--- src/rtl/imm_pkg.sv ---
// Shared types for the decode-stage immediate extender: mode encoding and the
// decoded result record carried through the output skid buffer.
package imm_pkg;

    localparam int INSTR_W       = 24;
    localparam int IMM_MAX_W     = 64;
    localparam int IMM_TAG_MAX_W = 16;

    typedef enum logic [1:0] {
        IMM_DP  = 2'b00,
        IMM_MEM = 2'b01,
        IMM_BR  = 2'b10,
        IMM_ILL = 2'b11
    } imm_src_e;

    // Fields are sized for the widest legal configuration; users take the low
    // DATA_W / TAG_W bits and the unused upper bits are always zero.
    typedef struct packed {
        logic [IMM_MAX_W-1:0]     ext_imm;
        logic                     carry;
        logic                     carry_vld;
        logic                     illegal;
        logic [IMM_TAG_MAX_W-1:0] tag;
    } imm_result_t;

endpackage

--- src/rtl/imm_extend_pipe_decode.sv ---
// Combinational immediate decoder: maps instruction bits and mode to a result
// record (extended immediate, rotator carry, illegal flag, tag).
module imm_decode
    import imm_pkg::*;
#(
    parameter int DATA_W = 32,
    parameter int TAG_W  = 4
) (
    input  logic [INSTR_W-1:0] instr,
    input  imm_src_e           imm_src,
    input  logic [TAG_W-1:0]   tag,
    output imm_result_t        result
);

    logic [3:0]        rot;
    logic [4:0]        rot_sh;
    logic [DATA_W-1:0] imm8_z;
    logic [DATA_W-1:0] dp_imm;
    logic [DATA_W-1:0] mem_imm;
    logic [DATA_W-1:0] br_imm;

    assign rot     = instr[11:8];
    assign rot_sh  = {rot, 1'b0};
    assign imm8_z  = {{(DATA_W-8){1'b0}}, instr[7:0]};
    // A left shift by DATA_W yields zero, so rot == 0 degenerates cleanly.
    assign dp_imm  = (imm8_z >> rot_sh) | (imm8_z << (DATA_W - int'(rot_sh)));
    assign mem_imm = {{(DATA_W-12){1'b0}}, instr[11:0]};
    assign br_imm  = {{(DATA_W-26){instr[23]}}, instr, 2'b00};

    always_comb begin
        // NOTE: every field gets a default first so no path leaves a latch.
        result = '0;
        result.tag[TAG_W-1:0] = tag;
        unique case (imm_src)
            IMM_DP: begin
                result.ext_imm[DATA_W-1:0] = dp_imm;
                result.carry_vld           = (rot != 4'd0);
                result.carry               = (rot != 4'd0) && dp_imm[DATA_W-1];
            end
            IMM_MEM: result.ext_imm[DATA_W-1:0] = mem_imm;
            IMM_BR:  result.ext_imm[DATA_W-1:0] = br_imm;
            IMM_ILL: result.illegal = 1'b1;
            default: result.illegal = 1'b1;
        endcase
    end

endmodule

--- src/rtl/imm_extend_pipe.sv ---
// Pipelined immediate extender: decodes one request per cycle into a main
// output register backed by a one-entry skid register, plus an illegal counter.
module imm_extend_pipe
    import imm_pkg::*;
#(
    parameter int DATA_W = 32,
    parameter int TAG_W  = 4,
    parameter int CNT_W  = 16
) (
    input  logic               clk,
    input  logic               rst_n,
    input  logic               in_valid,
    output logic               in_ready,
    input  logic [INSTR_W-1:0] instr,
    input  logic [1:0]         imm_src,
    input  logic [TAG_W-1:0]   in_tag,
    output logic               out_valid,
    input  logic               out_ready,
    output logic [DATA_W-1:0]  ext_imm,
    output logic               imm_carry,
    output logic               imm_carry_vld,
    output logic               illegal,
    output logic [TAG_W-1:0]   out_tag,
    output logic [CNT_W-1:0]   illegal_cnt
);

    imm_result_t dec_res;
    imm_result_t main_q;
    imm_result_t skid_q;
    logic        main_vld, main_vld_d;
    logic        skid_vld, skid_vld_d;
    logic        in_ready_q;
    logic [CNT_W-1:0] cnt_q;

    logic accept, consume;
    logic load_main_dec, load_main_skid, load_skid;
    logic unused_hi;

    imm_decode #(
        .DATA_W (DATA_W),
        .TAG_W  (TAG_W)
    ) u_decode (
        .instr   (instr),
        .imm_src (imm_src_e'(imm_src)),
        .tag     (in_tag),
        .result  (dec_res)
    );

    assign accept  = in_valid && in_ready_q;
    assign consume = main_vld && out_ready;

    // Skid can only be full while in_ready is low, so accept never meets a
    // consume that is draining the skid.
    always_comb begin
        main_vld_d     = main_vld;
        skid_vld_d     = skid_vld;
        load_main_dec  = 1'b0;
        load_main_skid = 1'b0;
        load_skid      = 1'b0;
        if (consume) begin
            if (skid_vld) begin
                load_main_skid = 1'b1;
                skid_vld_d     = 1'b0;
            end else if (accept) begin
                load_main_dec = 1'b1;
            end else begin
                main_vld_d = 1'b0;
            end
        end else if (accept) begin
            if (!main_vld) begin
                load_main_dec = 1'b1;
                main_vld_d    = 1'b1;
            end else begin
                load_skid  = 1'b1;
                skid_vld_d = 1'b1;
            end
        end
    end

    always_ff @(posedge clk) begin
        // NOTE: sequential state uses non-blocking assignments only.
        if (!rst_n) begin
            main_vld   <= 1'b0;
            skid_vld   <= 1'b0;
            in_ready_q <= 1'b0;
            main_q     <= '0;
            cnt_q      <= '0;
        end else begin
            main_vld   <= main_vld_d;
            skid_vld   <= skid_vld_d;
            in_ready_q <= !skid_vld_d;
            if (load_main_dec) begin
                main_q <= dec_res;
            end else if (load_main_skid) begin
                main_q <= skid_q;
            end
            if (accept && dec_res.illegal && (cnt_q != {CNT_W{1'b1}})) begin
                cnt_q <= cnt_q + 1'b1;
            end
        end
    end

    // NOTE: skid data is qualified by skid_vld, so it needs no reset.
    always_ff @(posedge clk) begin
        if (load_skid) begin
            skid_q <= dec_res;
        end
    end

    assign in_ready      = in_ready_q;
    assign out_valid     = main_vld;
    assign ext_imm       = main_q.ext_imm[DATA_W-1:0];
    assign imm_carry     = main_q.carry;
    assign imm_carry_vld = main_q.carry_vld;
    assign illegal       = main_q.illegal;
    assign out_tag       = main_q.tag[TAG_W-1:0];
    assign illegal_cnt   = cnt_q;

    assign unused_hi = ^{main_q.ext_imm, main_q.tag};

endmodule

--- config.mk ---
export PLATFORM = sky130hd
export DESIGN_NAME = imm_extend_pipe
export DESIGN_NICKNAME = d
export VERILOG_FILES = /design/src/rtl/imm_pkg.sv /design/src/rtl/imm_extend_pipe_decode.sv /design/src/rtl/imm_extend_pipe.sv
export SDC_FILE = /design/constraint.sdc
export NUM_CORES = 1
export LEC_CHECK = 0
export CAP_MARGIN = 20
export CORE_ASPECT_RATIO = 0.8
export CORE_UTILIZATION = 55
export CTS_CLUSTER_SIZE = 10
export DETAILED_ROUTE_END_ITERATION = 16
export GPL_ROUTABILITY_DRIVEN = 0
export PLACE_DENSITY_LB_ADDON = 0.2
export SLEW_MARGIN = 20
export SYNTH_ARGS = -nofsm -noshare
export SYNTH_HDL_FRONTEND = slang
export SYNTH_SLANG_ARGS = --single-unit
--- constraint.sdc ---
create_clock -name clk -period 10.2 [get_ports clk]
set_input_delay 3.06 -clock clk [delete_from_list [all_inputs] [get_ports clk]]
set_output_delay 3.06 -clock clk [all_outputs]
set_load 0.05 [all_outputs]
==> results.tsv, run 1 <==
stage	metric	value	unit
synth	largest cells by area after synthesis	edfxtp_1 (23%), dfxtp_1 (23%), nand2_1 (6.9%)	
sta	Final TNS setup	0	ps
pwr	IR drop worst, VDD	0.124	mV
clocking	hold bufs inserted after CTS	0	
sta	final critical-path required period	6180	ps
critical_path	kind of critical path	in2reg	
floorplan	die height	87.5	µm
place	Cells after DPL	720	
synth	count leader, synth	nand2_1	
clocking	Setup Fix Bufs, Post-CTS	0	
hold_path	hold path depth	2	
hold_path	worst hold path class	reg2reg	
synth	ys flop type	dfxtp_1	
floorplan	initial core utilization	57.9	%
synth	Async SR Flop Fraction	0	%
pwr	PD cells	149	mW/mm²
grt	vias in the first global route	4147	
critical_path	RR Endpoint	illegal_cnt[2]	
clocking	CTS Buffer Depth	2	
place	DP HPWL	9800	µm
finish	fin area	0.00623	mm²
sta	final hold violations	0	
sta	Setup Skew	9.23	ps
flow_run	maxcap violations	0	
clocking	Clock Sinks	97	
critical_path	Crit Reg-Reg Startpoint	illegal_cnt[0]	
synth	Post-Syn Instances	552	
synth	post-synthesis instance area	0.00502	mm²
finish	Antenna Cells	0	
grt	GRT Util Overall	30.4	%
clocking	cts bufs inserted	9	
pwr	Clock Power Share	34.8	%
pwr	Internal	655	µW
clocking	Worst-Skew Late Latency	340	ps
route	Detailed Route Iter0 Violations	522	
finish	fillcell total	687	
hold_path	hold endpoint	ext_imm[30]	
finish	Synth-to-Final Area Change	24.1	%
finish	share of cells above drive strength 1	7.21	%
route	DR vias/cell	6.33	
route	Residual DRC	0	
floorplan	area of the core	0.00867	mm²
synth	FF+latch count, synth	97	
pwr	leak pwr	2.23	nW
pwr	register share of total power	45.7	%
route	WL final	13900	µm
pwr	P_sw	274	µW
critical_path	R2R cell count	6	
sta	fin crit share	60.6	%
route	Pre-antenna DRT Iters	6	
place	Placed Area	0.00594	mm²
sta	Max Fclk	0.162	GHz
sta	Rel. slew slack	33.2	%
critical_path	Worst setup EP type	flip-flop	
clocking	H-Tree Depth	3	
sta	worst-margin pin slew	995	ps
critical_path	Worst EP arrival	6260	ps
synth	Synth top cells by count	nand2_1 (93), dfxtp_1 (58), o21ai_0 (41), edfxtp_1 (39), nor2_1 (37)	
synth	Yosys warnings	0	
clocking	TritonCTS clock tree	done	
synth	Netlist cell types	65	
floorplan	Die Area	0.00952	mm²
floorplan	die width	109	µm
floorplan	num rows	30	
clocking	CTS resizes	0	
critical_path	CP Launch Type	input port	
pwr	sw frac	29.5	%
synth	Post-synth EDFFs	39	
critical_path	reg2reg setup slack	7790	ps
synth	area share of the largest cell type after synthesis	23.3	%
finish	final instance count without filler cells	736	
run_status	status	complete, no violations	
sta	# setup viols final	0	
grt	first-pass GRT wire length	21700	µm
sta	RSZ-0062 raised after global routing	false	
grt	largest net degree at the start of global routing	36	
critical_path	Crit Path Max Fanout	16	
synth	sequential fraction of the synthesis area	46.4	%
floorplan	IO Pins	91	
clocking	register clock-pin slew on the reported worst setup and hold paths	70	ps
synth	dominant cell type by area after synthesis	edfxtp_1	
grt	total grt overflow	0	
sta	fin. max-slew vios	0	
critical_path	Crit path required time	10280	ps
route	vias	4657	
pwr	Logic pwr share	19.5	%
synth	Syn Nets	588	
grt	initial antenna violation count	0	
finish	Nets	655	
clocking	Root Buffer	clkbuf_16	
synth	Mapped Avg Cell Area	9.10	µm²
hold_path	hold path start	ext_imm[30]	
route	drt wl/cell	18.9	µm
route	antenna viol nets, final	0	
place	Port Buffers	90	
==> state kept, by name, indices dropped and copies added (netlist names) <==
| signal | cells |
|---|---|
| out_valid | 1 |
| skid_vld | 1 |
| ext_imm | 32 |
| skid_q | 39 |
| illegal_cnt | 16 |
| in_ready | 1 |
| out_tag | 4 |
| imm_carry | 1 |
| illegal | 1 |
| imm_carry_vld | 1 |
==> critical path: stages <==
cell and delay (ps):
clkdlybuf4s50_1 920, inv_1 100, ha_1 330, xnor2_1 840, o21ai_0 350, a222oi_1 570, inv_1 80
==> worst max path at each step <==
stage | from | end | cells past startpoint | slack [ps]
finish | instr[9] | skid_q[30] | 7 | 4020
global route | instr[8] | ext_imm[9] | 9 | 3790
CTS | instr[9] | ext_imm[9] | 8 | 4150
detailed placement | instr[9] | skid_q[27] | 8 | 3820
global placement | instr[9] | ext_imm[12] | 8 | 3900
floorplan | instr[9] | skid_q[27] | 11 | 4900
==> cells in the final DEF (no fill, tap or decap), drive strengths merged, types with 4 or more instances in the layout <==
cell type / count
clkdlybuf4s50: 90
nor3: 9
nand2b: 7
o21ai: 41
a311oi: 6
a21oi: 29
a22o: 5
or3: 8
o211a: 5
nand2: 93
nand4: 4
mux2i: 9
xnor2: 14
a32oi: 4
o211ai: 5
o21a: 7
o31a: 4
buf: 7
and2: 7
nand3: 18
inv: 14
nor2: 38
a211oi: 12
or2: 4
mux2: 8
nor4: 4
dfxtp: 58
clkbuf: 10
nor2b: 8
a22oi: 4
edfxtp: 39
==> layout make-up <==
class | count | area (µm²) | area share (%)
Multi-Input combinational cell | 403 | 2480 | 39.8
Sequential cell | 97 | 2330 | 37.4
Timing Repair Buffer | 97 | 953 | 15.3
Clock buffer | 10 | 239 | 3.83
Tap cell | 112 | 140 | 2.25
Clock inverter | 6 | 47.5 | 0.763
Inverter | 11 | 41.3 | 0.663
==> stage by stage <==
stage	setup slack, ps	power [mW]	util, %	hold slack, ps
final	4020	0.929	71.9	458
after global routing	3790	0.960	71.9	488
after CTS	4150	0.932	71.8	456
after detailed placement	3820	0.610	68.5	446
after global placement	3900	0.607	68.5	442
after floorplan	4900	0.549	-	506
==> cell families (layout without fill, tap and decap cells) <==
kind of cell / after synthesis / after routing / synth area share (%)
and+or+nand+nor: 210 / 210 / 19.8
DFF: 97 / 97 / 46.4
xor gates and xnor gates: 15 / 15 / 2.62
adders and majority gates: 2 / 2 / 0.498
AOI/OAI and AO/OA: 157 / 157 / 21.8
buffers and inverters: 52 / 124 / 4.36
muxes: 19 / 19 / 4.48
==> power groups by stage <==
stage	combinational (mW)	sequential [mW]	clock (mW)
finish	0.181	0.424	0.323
global route	0.192	0.426	0.342
detailed placement	0.177	0.433	0
floorplan	0.0788	0.470	0
CTS	0.178	0.424	0.329
global placement	0.175	0.432	0
==> layer usage <==
metal,GRT usage (%),wire (µm),vias up
li1,-,-,2162
met1,43.4,6200,2219
met2,46.8,6220,256
met3,6.21,1320,20
met4,8.48,195,0
met5,0,0,-
Power figures use the tool's default switching activity.
==> run 2, diff against run 1 <==
CORE_UTILIZATION = 53   (was 55)
clock period = 6.4 ns   (was 10.2 ns; I/O delays follow)
==> run 2 against run 1 <==
Net effect: worst hold slack better by 7.7 ps; global-route usage is 1.0 points lower; combinational power is 61% higher; routed wire length is 3.0% higher; critical endpoint is now skid_q[27]; highest routed layer unchanged.
==> results.tsv, run 2 (same netlist as run 1, synthesis figures left out) <==
stage	metric	value	unit	change
place	Port Buffers	90		unchanged
hold_path	worst hold path class	reg2reg		
clocking	TritonCTS clock tree	done		
clocking	Root Buffer	clkbuf_16		
grt	largest net degree at the start of global routing	40		+11%
sta	worst-margin pin slew	967	ps	-27.4 ps
sta	Final TNS setup	0	ps	unchanged
critical_path	Worst setup EP type	flip-flop		
pwr	Clock Power Share	38.0	%	+3.2 points
sta	Rel. slew slack	35.5	%	+2.3 points
critical_path	Worst path top cell family by delay	buffers and inverters		
pwr	IR drop worst, VDD	0.177	mV	+43%
floorplan	die width	111	µm	+1.8%
critical_path	reg2reg setup slack	3960	ps	-3830 ps
pwr	Internal	1.11	mW	+70%
route	DR vias/cell	6.38		+0.90%
clocking	hold bufs inserted after CTS	0		unchanged
critical_path	Crit path required time	6490	ps	-3790 ps
finish	share of cells above drive strength 1	7.35	%	+0.14 points
sta	fin. max-slew vios	0		unchanged
route	vias	4731		+1.6%
grt	total grt overflow	0		unchanged
clocking	cts bufs inserted	9		unchanged
grt	initial antenna violation count	0		unchanged
finish	final instance count without filler cells	741		+0.68%
critical_path	CP Launch Type	input port		
clocking	Worst-Skew Late Latency	350	ps	about the same
critical_path	CP endpoint	skid_q[27]		
route	Pre-antenna DRT Iters	6		unchanged
flow_run	maxcap violations	0		unchanged
sta	final critical-path required period	4950	ps	
finish	Synth-to-Final Area Change	25.4	%	
pwr	PD cells	248	mW/mm²	+66%
route	Detailed Route Iter0 Violations	498		-4.6%
clocking	register clock-pin slew on the reported worst setup and hold paths	70	ps	about the same
critical_path	R2R cell count	5		-1
route	antenna viol nets, final	0		unchanged
critical_path	Buf/Inv on CP	3		unchanged
grt	GRT Util Overall	29.4	%	-1.0 points
floorplan	num rows	31		+3.3%
clocking	H-Tree Depth	3		unchanged
critical_path	Crit Reg-Reg Startpoint	out_valid		
finish	commonest non-fill, non-tap cell in the layout	nand2_1		
pwr	sw frac	28.7	%	-0.78 points
critical_path	CP max stage cell	clkdlybuf4s50_1		
sta	Setup Skew	5.55	ps	-3.68 ps
route	WL final	14400	µm	+3.0%
floorplan	Die Area	0.00987	mm²	+3.7%
clocking	Setup Fix Bufs, Post-CTS	0		unchanged
sta	Max Fclk	0.202	GHz	
finish	max FFs per register	39		unchanged
finish	Nets	657		+0.31%
route	Residual DRC	0		unchanged
floorplan	IO Pins	91		unchanged
critical_path	Crit Path Max Fanout	23		+7
place	Cells after DPL	725		+0.69%
pwr	register share of total power	43.3	%	-2.4 points
critical_path	kind of critical path	in2reg		
finish	Antenna Cells	0		unchanged
critical_path	worst path cell trace	clkdlybuf4s50_1 > inv_1 > ha_1 > mux2_2 > a22oi_1 > o21ai_0 > a222oi_1 > inv_1		
critical_path	Most common cell on crit path	inv_1		
sta	RSZ-0062 raised after global routing	false		
clocking	Clock Sinks	97		unchanged
grt	vias in the first global route	4257		+2.7%
floorplan	area of the core	0.00911	mm²	+5.1%
sta	# setup viols final	0		unchanged
finish	Util after Layout	69.1	%	-2.8 points
finish	Top reg by flops	skid_q		
place	DP HPWL	9770	µm	-0.32%
grt	first-pass GRT wire length	22600	µm	+4.3%
route	drt wl/cell	19.4	µm	+2.3%
critical_path	CP Depth	8		+1
run_status	status	complete, no violations		
finish	commonest non-fill, non-tap cells in the layout	nand2_1 (93), clkdlybuf4s50_1 (90), dfxtp_1 (58), o21ai_0 (41), edfxtp_1 (39)		
pwr	leak pwr	2.26	nW	+1.4%
critical_path	critical path launch point	instr[9]		
sta	fin crit share	77.3	%	
critical_path	RR Endpoint	ext_imm[4]		
pwr	Logic pwr share	18.7	%	-0.8 points
pwr	P_sw	449	µW	+64%
pwr	Final Total Pwr	1.56	mW	+68%
critical_path	Worst EP arrival	5040	ps	-1220 ps
floorplan	initial core utilization	55.1	%	-2.8 points
critical_path	CP peak stage delay	900	ps	-20 ps
sta	final hold violations	0		unchanged
floorplan	die height	89.1	µm	+1.8%
clocking	CTS resizes	0		unchanged
clocking	CTS Buffer Depth	2		unchanged
-- run 2: cell count changes in the layout (fill, tap and decap cells not counted) --
cell        previous run  this run
bufinv_16              0         2
nand2_1               92        93
buf_4                  7         9
a21oi_2                1         0
clkbuf_8               1         0
inv_6                  1         0
inv_8                  1         0
clkinvlp_4             1         0
a21oi_4                0         1
nand2_2                1         0
clkinv_4               1         2
clkinv_8               0         1
-- run 2: worst min-delay path by stage --
| stage | startpoint | endpoint | slack [ps] | cells past startpoint |
|---|---|---|---|---|
| 2_1_floorplan | skid_q[45] | ext_imm[26] | 510 | 2 |
| 3_3_place_gp | ext_imm[30] | ext_imm[30] | 450 | 2 |
| 3_5_place_dp | ext_imm[30] | ext_imm[30] | 450 | 2 |
| 4_1_cts | ext_imm[30] | ext_imm[30] | 460 | 2 |
| 5_1_grt | ext_imm[11] | ext_imm[11] | 500 | 2 |
| 6_report | ext_imm[30] | ext_imm[30] | 470 | 2 |
-- run 2: power by group through the flow --
| stage | logic, mW | clock network, mW | registers, mW |
|---|---|---|---|
| floorplan | 0.126 | 0 | 0.749 |
| global placement | 0.281 | 0 | 0.689 |
| detailed placement | 0.286 | 0 | 0.689 |
| CTS | 0.288 | 0.597 | 0.676 |
| global route | 0.309 | 0.622 | 0.678 |
| finish | 0.292 | 0.593 | 0.676 |
-- run 2: metrics by stage --
step	hold WS, ps	instance area, µm²	setup slack (ps)
6_report	465	6300	1450
2_1_floorplan	506	5020	2240
5_1_grt	501	6300	1250
3_5_place_dp	452	5970	1200
4_1_cts	462	6300	1520
3_3_place_gp	446	5970	1330
-- run 2: routing by layer --
metal	up-vias	share of wire [%]	GRT usage (%)
met1	2226	44	41.6
met2	298	43	44.8
li1	2164	-	-
met5	-	0	0
met4	0	2.7	11.9
met3	43	9.6	5.49
-- run 2: worst min-delay path, cell delays in order, from the launching register on --
cell     delay (ps)
dfxtp_1         310
nand2_1          60
a21oi_1          50
-- run 2: layout make-up --
class,instances,area (µm²)
sequential,97,2330
tap,115,144
fill,714,2820
multi-input combinational,403,2480
timing repair buffer,99,968
clock inverter,7,105
inverter,11,41.3
clock buffer,9,225
==> run 3, diff against run 2 <==
clock period = 4.97 ns   (was 6.4 ns; I/O delays follow)
==> run 3 against run 2 <==
Net effect: via count up 0.76%; worst hold slack got worse by 1.8 ps; global-route usage fell by 0.13 points; flip-flop and latch count is the same; critical path depth unchanged; sequential share of layout area is essentially flat; die area is the same; critical path type unchanged; clock-buffer cell count rose by 2; highest routed layer unchanged.
==> results.tsv, run 3 (same netlist as run 1, synthesis figures left out) <==
stage	metric	value	unit	change
grt	total grt overflow	0		unchanged
critical_path	Buf/Inv on CP	3		unchanged
route	Pre-antenna DRT Iters	5		-1
clocking	register clock-pin slew on the reported worst setup and hold paths	70	ps	about the same
floorplan	die width	111	µm	unchanged
hold_path	worst hold path class	reg2reg		
pwr	PD cells	309	mW/mm²	+25%
clocking	H-Tree Depth	3		unchanged
finish	commonest non-fill, non-tap cell in the layout	nand2_1		
clocking	Worst-Skew Late Latency	340	ps	about the same
route	Residual DRC	0		unchanged
sta	worst-margin pin slew	983	ps	+15.7 ps
critical_path	Worst path top cell family by delay	compound AO/OA/AOI/OAI gates		
finish	share of cells above drive strength 1	8.07	%	+0.72 points
floorplan	num rows	31		unchanged
floorplan	die height	89.1	µm	unchanged
sta	Max Fclk	0.254	GHz	
route	antenna viol nets, final	0		unchanged
finish	Util after Layout	69.2	%	about the same
critical_path	CP max stage cell	ha_1		
place	Port Buffers	90		unchanged
route	WL final	14400	µm	+0.43%
grt	initial antenna violation count	0		unchanged
floorplan	area of the core	0.00911	mm²	unchanged
pwr	leak pwr	2.27	nW	+0.53%
clocking	cts bufs inserted	9		unchanged
critical_path	kind of critical path	in2reg		
finish	Top reg by flops	skid_q		
critical_path	Crit path required time	5060	ps	-1430 ps
critical_path	Worst EP arrival	4020	ps	-1020 ps
critical_path	reg2reg setup slack	2260	ps	-1700 ps
critical_path	Most common cell on crit path	inv_1		
flow_run	maxcap violations	0		unchanged
finish	Synth-to-Final Area Change	25.5	%	about the same
grt	largest net degree at the start of global routing	35		-13%
route	drt wl/cell	19.3	µm	-0.37%
clocking	CTS resizes	0		unchanged
route	DR vias/cell	6.38		about the same
finish	max FFs per register	39		unchanged
clocking	TritonCTS clock tree	done		
finish	Antenna Cells	0		unchanged
clocking	CTS Buffer Depth	2		unchanged
clocking	Root Buffer	clkbuf_16		
critical_path	worst path cell trace	clkdlybuf4s50_1 > inv_1 > ha_1 > mux2_2 > a22oi_1 > o21ai_0 > a222oi_1 > inv_1		
grt	GRT Util Overall	29.2	%	-0.13 points
route	vias	4767		+0.76%
route	Detailed Route Iter0 Violations	656		+32%
sta	final critical-path required period	3930	ps	
critical_path	CP Launch Type	input port		
sta	hold slack	463	ps	-1.82 ps
sta	fin crit share	79.2	%	
critical_path	Crit Path Max Fanout	13		-43%
sta	final hold violations	0		unchanged
finish	Nets	663		+0.91%
clocking	Clock Sinks	97		unchanged
critical_path	CP peak stage delay	560	ps	-340 ps
floorplan	IO Pins	91		unchanged
grt	first-pass GRT wire length	22500	µm	-0.21%
floorplan	Die Area	0.00987	mm²	unchanged
run_status	status	complete, no violations		
critical_path	Worst setup EP type	flip-flop		
sta	Final TNS setup	0	ps	unchanged
floorplan	initial core utilization	55.1	%	unchanged
sta	RSZ-0062 raised after global routing	false		
place	DP HPWL	10000	µm	+2.8%
sta	Setup Skew	6.34	ps	+0.788 ps
clocking	Setup Fix Bufs, Post-CTS	0		unchanged
finish	commonest non-fill, non-tap cells in the layout	nand2_1 (92), clkdlybuf4s50_1 (90), dfxtp_1 (58), o21ai_0 (41), edfxtp_1 (39)		
grt	vias in the first global route	4297		+0.94%
pwr	IR drop worst, VDD	0.233	mV	+32%
clocking	hold bufs inserted after CTS	0		unchanged
sta	fin. max-slew vios	0		unchanged
sta	# setup viols final	0		unchanged
sta	Rel. slew slack	34.0	%	-1.6 points
run 3: layout make-up:
class                           count  area, µm²
Sequential cell                    97       2330
Multi-Input combinational cell    403       2480
Clock inverter                      5       62.6
Inverter                           11       41.3
Clock buffer                       11        233
Tap cell                          115        144
Timing Repair Buffer              105       1010
Fill cell                         719       2810
run 3: per-layer routing:
metal	part of all wire, %	vias up	track usage [%]
met5	0	-	0
met1	45	2288	42.1
li1	-	2175	-
met3	9.1	20	5.90
met2	45	284	44.7
met4	1.5	0	9.09
run 3: metrics by stage:
| stage | instance area (µm²) | power, mW | instances | setup slack [ps] |
|---|---|---|---|---|
| floorplan | 5020 | 1.13 | 552 | 1230 |
| global placement | 6010 | 1.25 | 731 | 884 |
| detailed placement | 6010 | 1.26 | 731 | 742 |
| CTS | 6300 | 1.94 | 747 | 1090 |
| global route | 6300 | 2.01 | 747 | 849 |
| finish | 6300 | 1.95 | 747 | 1040 |
run 3: worst reg2reg max path, delay by kind of cell, from the launching register on:
family / cells / cell delay (ps)
buffers and inverters: 1 / 380
and+or+nand+nor: 1 / 450
AOI/OAI and AO/OA: 3 / 1280
DFF: 1 / 500
run 3: power by group:
part | switching [mW] | internal [mW] | total (mW)
registers | 0.0168 | 0.855 | 0.871
logic | 0.243 | 0.136 | 0.379
clock network | 0.301 | 0.395 | 0.696
total | 0.561 | 1.38 | 1.95
run 3: final timing paths:
check,startpoint,to,cells after the start
max,instr[8],skid_q[27],8
min,ext_imm[15],ext_imm[15],2
max reg2reg,out_valid,ext_imm[11],5
min reg2reg,ext_imm[15],ext_imm[15],2
